File: config.mk
export PLATFORM = sky130hd
export DESIGN_NAME = audio_mixer_mc
export DESIGN_NICKNAME = d
export VERILOG_FILES = /design/src/rtl/audio_mixer_mc.sv
export SDC_FILE = /design/constraint.sdc
export NUM_CORES = 1
export LEC_CHECK = 0
export BUFFER_PORTS_ARGS = -buffer_cell sky130_fd_sc_hd__buf_2
export CAP_MARGIN = 20
export CORE_MARGIN = 2
export CORE_UTILIZATION = 52
export DETAILED_ROUTE_END_ITERATION = 7
export PLACE_DENSITY = 0.75
export SLEW_MARGIN = 20
export SYNTH_ARGS = -nofsm -noshare
export SYNTH_HDL_FRONTEND = slang
export SYNTH_SLANG_ARGS = --single-unit
File: constraint.sdc
create_clock -name clk_sys -period 3.5 [get_ports clk_sys]
set_clock_uncertainty 0.05 [all_clocks]
set_input_delay 0.525 -clock clk_sys [delete_from_list [all_inputs] [get_ports clk_sys]]
set_output_delay 0.525 -clock clk_sys [all_outputs]
set_load 0.005 [all_outputs]
File: src/rtl/audio_mixer_mc.sv
// audio_mixer_mc: time-multiplexed stereo mixer for NCH unsigned channels.
// A strobe snapshots all inputs. A single adder pair then walks the channels,
// one per cycle. A final cycle scales the sums, adds the tape term and limits
// the result to OUT_W bits.
// Optional feature macro: MIXER_SAT_EN. When defined, the final sums clamp to
// full scale. When undefined, the final sums wrap modulo 2^OUT_W.
module audio_mixer_mc #(
  parameter int NCH   = 3,
  parameter int IN_W  = 12,
  parameter int OUT_W = 16
) (
  input  logic                  clk_sys,
  input  logic                  RESET,
  input  logic                  ce_sample,
  input  logic [NCH*IN_W-1:0]   ch_in,
  input  logic [2*NCH-1:0]      pan,
  input  logic [2*NCH-1:0]      att,
  input  logic                  mono,
  input  logic                  tape_bit,
  input  logic [1:0]            tape_vol,
  output logic [OUT_W-1:0]      audio_l,
  output logic [OUT_W-1:0]      audio_r,
  output logic                  valid,
  output logic                  busy,
  output logic                  overrun
);

  localparam int ACC_W = IN_W + $clog2(NCH) + 1;
  localparam int SUM_W = OUT_W + $clog2(NCH) + 1;
  localparam int SH    = OUT_W - IN_W - 2;
  localparam int IDX_W = (NCH > 1) ? $clog2(NCH) : 1;
  localparam logic [IDX_W-1:0] LAST_IDX = IDX_W'(NCH - 1);

  typedef enum logic [1:0] {S_IDLE, S_ACCUM, S_FINAL} state_t;

  state_t            state, state_nxt;
  logic [IN_W-1:0]   snap_ch  [NCH];
  logic [1:0]        snap_pan [NCH];
  logic [1:0]        snap_att [NCH];
  logic              snap_mono, snap_tape_bit;
  logic [1:0]        snap_tape_vol;
  logic [ACC_W-1:0]  acc_l, acc_r;
  logic [IDX_W-1:0]  idx;
  logic              start, last_ch, in_accum, in_final;
  logic [IN_W-1:0]   cur_v;
  logic              add_l, add_r;
  logic [OUT_W-1:0]  tape_term;

  // Scale the accumulated sum to output range, add the tape term and limit.
  function automatic logic [OUT_W-1:0] limit(input logic [ACC_W-1:0] acc,
                                             input logic [OUT_W-1:0] t);
`ifdef MIXER_SAT_EN
    logic [SUM_W-1:0] s;
    s = ({{(SUM_W-ACC_W){1'b0}}, acc} << SH) + {{(SUM_W-OUT_W){1'b0}}, t};
    limit = (|s[SUM_W-1:OUT_W]) ? '1 : s[OUT_W-1:0];
`else
    limit = OUT_W'(({{(SUM_W-ACC_W){1'b0}}, acc} << SH) + {{(SUM_W-OUT_W){1'b0}}, t});
`endif
  endfunction

  // State register.
  // NOTE: sequential state always uses non-blocking (<=) so every flop samples pre-edge values.
  always_ff @(posedge clk_sys) begin
    if (RESET) state <= S_IDLE;
    else       state <= state_nxt;
  end

  // Next-state logic: idle until a strobe, walk channels, one final cycle.
  always_comb begin
    // NOTE: a default before the case keeps every path assigned, so no latch is inferred.
    state_nxt = state;
    case (state)
      S_IDLE:  if (ce_sample) state_nxt = S_ACCUM;
      S_ACCUM: if (last_ch)   state_nxt = S_FINAL;
      S_FINAL: state_nxt = S_IDLE;
      default: state_nxt = S_IDLE;
    endcase
  end

  // FSM decoded outputs.
  always_comb begin
    start    = (state == S_IDLE) && ce_sample;
    in_accum = (state == S_ACCUM);
    in_final = (state == S_FINAL);
    last_ch  = in_accum && (idx == LAST_IDX);
    busy     = (state != S_IDLE);
  end

  // Snapshot of the mix inputs at the accepted strobe.
  // NOTE: the snapshot holds only data and is always loaded before use, so it has no reset.
  always_ff @(posedge clk_sys) begin
    if (start) begin
      for (int k = 0; k < NCH; k++) begin
        snap_ch[k]  <= ch_in[k*IN_W +: IN_W];
        snap_pan[k] <= pan[2*k +: 2];
        snap_att[k] <= att[2*k +: 2];
      end
      snap_mono     <= mono;
      snap_tape_bit <= tape_bit;
      snap_tape_vol <= tape_vol;
    end
  end

  // Attenuated value and left/right routing of the current channel.
  always_comb begin
    cur_v = '0;
    if (snap_att[idx] != 2'd3) cur_v = snap_ch[idx] >> snap_att[idx];
    add_l = snap_pan[idx][0] || (snap_mono && (snap_pan[idx] != 2'b00));
    add_r = snap_pan[idx][1] || (snap_mono && (snap_pan[idx] != 2'b00));
  end

  // Tape monitor term added to both sides in the final cycle.
  always_comb begin
    tape_term = '0;
    if (snap_tape_bit) begin
      case (snap_tape_vol)
        2'd1:       tape_term[OUT_W-10] = 1'b1;
        2'd2, 2'd3: tape_term[OUT_W-9]  = 1'b1;
        default:    tape_term = '0;
      endcase
    end
  end

  // Accumulators, channel index, output registers and status pulses.
  always_ff @(posedge clk_sys) begin
    if (RESET) begin
      acc_l   <= '0;
      acc_r   <= '0;
      idx     <= '0;
      audio_l <= '0;
      audio_r <= '0;
      valid   <= 1'b0;
      overrun <= 1'b0;
    end else begin
      valid   <= 1'b0;
      overrun <= ce_sample && busy;
      if (start) begin
        acc_l <= '0;
        acc_r <= '0;
        idx   <= '0;
      end else if (in_accum) begin
        if (add_l) acc_l <= acc_l + ACC_W'(cur_v);
        if (add_r) acc_r <= acc_r + ACC_W'(cur_v);
        idx <= idx + IDX_W'(1);
      end else if (in_final) begin
        audio_l <= limit(acc_l, tape_term);
        audio_r <= limit(acc_r, tape_term);
        valid   <= 1'b1;
      end
    end
  end

endmodule

==> results.txt <==
status: complete, no violations
achievable frequency: 304.0 MHz
global-route wire length before repair: 20,710 microns
H-tree depth: 4
Slew Limit Headroom: 36.09%
Die ar.: 12,240 sq um
EDFF count, synth: 52
DP HPWL: 9189 microns
hold-fix buffers at CTS: 0
final setup vio count: 0
Max Cap Violations: 0
vias per cell: 5.482
Synth top area share: 26.41%
clock-pin slew of the registers on the worst-case setup and hold paths: 0.05 ns
vias in the first global route: 4,425
crit path capture type: flip-flop
CP Max Fanout: 9
Post-Syn Area: 5912 sq um
GR Util All Layers: 21.22%
Leak Pwr: 0.002799 uW
Die Width: 110.6 microns
post-layout worst setup margin: 0.2103 ns
post-synth top area cell: edfxtp_1
worst slack at placement: 0.1476 ns
Worst Hold Class: in2reg
Fin. Hold Viols: 0
ANT cells: 0
die height: 110.6 microns
CP Class: reg2reg
IO buf count: 85
register area: 2845 sq um
Ys Warns: 0
IO Pins: 90
Initial Util: 53.83%
DRC violation total after the first TritonRoute iteration: 324
Required @ worst endpoint: 3.72 ns
Worst Tran Pin Value: 0.9551 ns
first-pass iteration count of the detailed router: 5
core footprint: 10,980 sq um
Synth Flop Type: dfxtp_1
CTS Root Cell: clkbuf_16
#FFs+latches synth: 116
worst vdd ir: 0.4233 mV
DR WL/cell: 14.93 microns
total CTS buffers: 17
initial antenna violation count: 0
fillers: 896
distinct cell type count after synthesis: 60
post-synthesis sequential area ratio: 48.08%
most common library cells after synthesis: 82 x nand2_1, 64 x dfxtp_1, 54 x nor2_1
Longest Clk Path Bufs: 2
RSZ-0062 raised after global routing: no
flop2flop setup slack: 0.21 ns
Synth-to-Final Area Change: 19.85%
clk sink count: 116
layout cell share with drive strength beyond 1: 21.07%
Final ANT Viol Nets: 0
Avg Inst Size Synth: 9.788 sq um
total grt overflow: 0
setup TNS: 0 ns
routability cong.: 0.9107
Slowest-stage cell, CP: dfxtp_2
Multi-input gate area: 2897 sq um
Gate Count Post-Synth: 604
Largest stage delay, worst path: 0.39 ns
post-route minimum period: 3.290 ns
Remaining DRCs: 0
top cells by area, synth: edfxtp_1 26%, dfxtp_1 22%, ha_1 6.1%, nand2_1 5.2%, mux2i_1 5.1%
CTS tree: done
via count: 4,643
Std-Cell Rows: 38
share of async-settable or async-resettable flops after synthesis: 0%
final WL: 12,650 microns
PD cells: 535.1 nW/um^2
NumNets Final: 781
clk_lat worst skew: 0.41 ns
most frequent cell after synthesis: nand2_1
largest net degree at the start of global routing: 53
CP cell instances: buf_6 > mux2i_1 > o21ai_0 > nand2_1 > a31oi_1 > ha_1 > o21a_1 > o21a_1 > nand2_1 > a31oi_4 > o31a_1 > o41ai_1 > or4_1 > o211ai_1
CP Data Arrival Time: 3.51 ns
Max Transition Viols Final: 0
fin crit share: 93.99%
CP Launch Type: flip-flop
[routing by layer]
layer | GRT usage, % | wire length (microns) | share of wire (%)
met1 | 26.60 | 5613 | 44
met2 | 34.60 | 5959 | 47
met3 | 5.818 | 813 | 6.4
met4 | 9.000 | 260 | 2.1
met5 | 0 | 0 | 0
[worst max-delay path: cells and delay by family, from the launching register on]
| kind | cells | cell delay [ns] |
|---|---|---|
| simple gates | 3 | 0.40 |
| compound gates | 8 | 1.71 |
| flops | 1 | 0.39 |
| buf+inv | 1 | 0.18 |
| fa+ha+maj | 1 | 0.34 |
| mux | 1 | 0.08 |
[report_power, final]
part | switching, uW | leakage (uW) | total (uW) | internal, uW
Sequential | 44.4 | 0.00101 | 1530 | 1490
Combinational | 383 | 0.00152 | 657 | 274
Clock | 578 | 0.000261 | 1600 | 1020
[layout make-up]
| cell class | instances | share of cell area, % |
|---|---|---|
| Timing Repair Buffer | 102 | 8.035 |
| Multi-Input combinational cell | 444 | 40.88 |
| Sequential cell | 116 | 40.16 |
| Clock buffer | 18 | 6.057 |
| Tap cell | 140 | 2.472 |
| Inverter | 14 | 0.7417 |
| Clock inverter | 13 | 1.660 |
[final timing paths]
kind / from / to / depth (start not counted)
max: flip-flop / acc_l[10]$_SDFFE_PP0P_ / 14
min: pan[0] / snap_pan[0][0]$_DFFE_PP_ / 1
max reg2reg: flip-flop / acc_l[10]$_SDFFE_PP0P_ / 14
min reg2reg: audio_l[5]$_SDFFE_PP0P_ / audio_l[5]$_SDFFE_PP0P_ / 2
[registers in the layout (all words and copies together), names as in the netlist, named ones only]
signal / count
acc_r: 14
acc_l: 14
snap_mono: 1
audio_l: 14
snap_tape_vol: 2
state: 2
snap_tape_bit: 1
snap_att: 6
idx: 2
snap_pan: 6
overrun: 1
valid: 1
snap_ch: 36
audio_r: 14
[cell families (layout without fill, tap and decap cells)]
logic type	Yosys count	count (layout)	synth area share, %
and+or+nand+nor	203	203	15.47
AOI/OAI and AO/OA	141	141	15.68
DFF	116	116	48.08
buffers and inverters	47	147	3.577
xor gates and xnor gates	34	34	5.037
adders and majority gates	31	31	6.815
muxes	31	31	5.270
other	1	4	0.06343
[per-stage QoR]
step	instances	hold slack [ns]	total power [uW]	instance area (sq um)	utilization (%)
after floorplan	607	0.3982	2016	5923	-
after global placement	814	0.3907	2172	6494	59.13
after detailed placement	814	0.3985	2195	6494	59.13
after CTS	845	0.2251	3791	7041	64.10
after global routing	847	0.2183	3957	7086	64.51
final	847	0.2330	3791	7086	64.51
[cells in the final DEF, fill, tap and decap left out, types with 7 or more instances in the layout]
master      n
buf_4      15
xor2_1     12
a21oi_1    38
ha_1       28
a211oi_1   23
clkbuf_16  17
and3_1     11
nand3_1    15
o21ai_1     7
and2_1      8
inv_1      14
nor3_1      7
dfxtp_1    62
nor2_1     54
a31oi_1    13
nand2_1    82
buf_2      85
xnor2_1    22
o21ai_0    17
edfxtp_1   52
mux2i_1    28
[timing repair]
| action | in CTS | in global routing |
|---|---|---|
| hold endpoints to repair | 0 | 0 |
| endpoints found under the setup margin | 0 | 8 |
| resized for setup | 0 | 13 |
| buffers inserted | 0 | 2 |
Note: power is estimated with default switching activity, not from simulation.
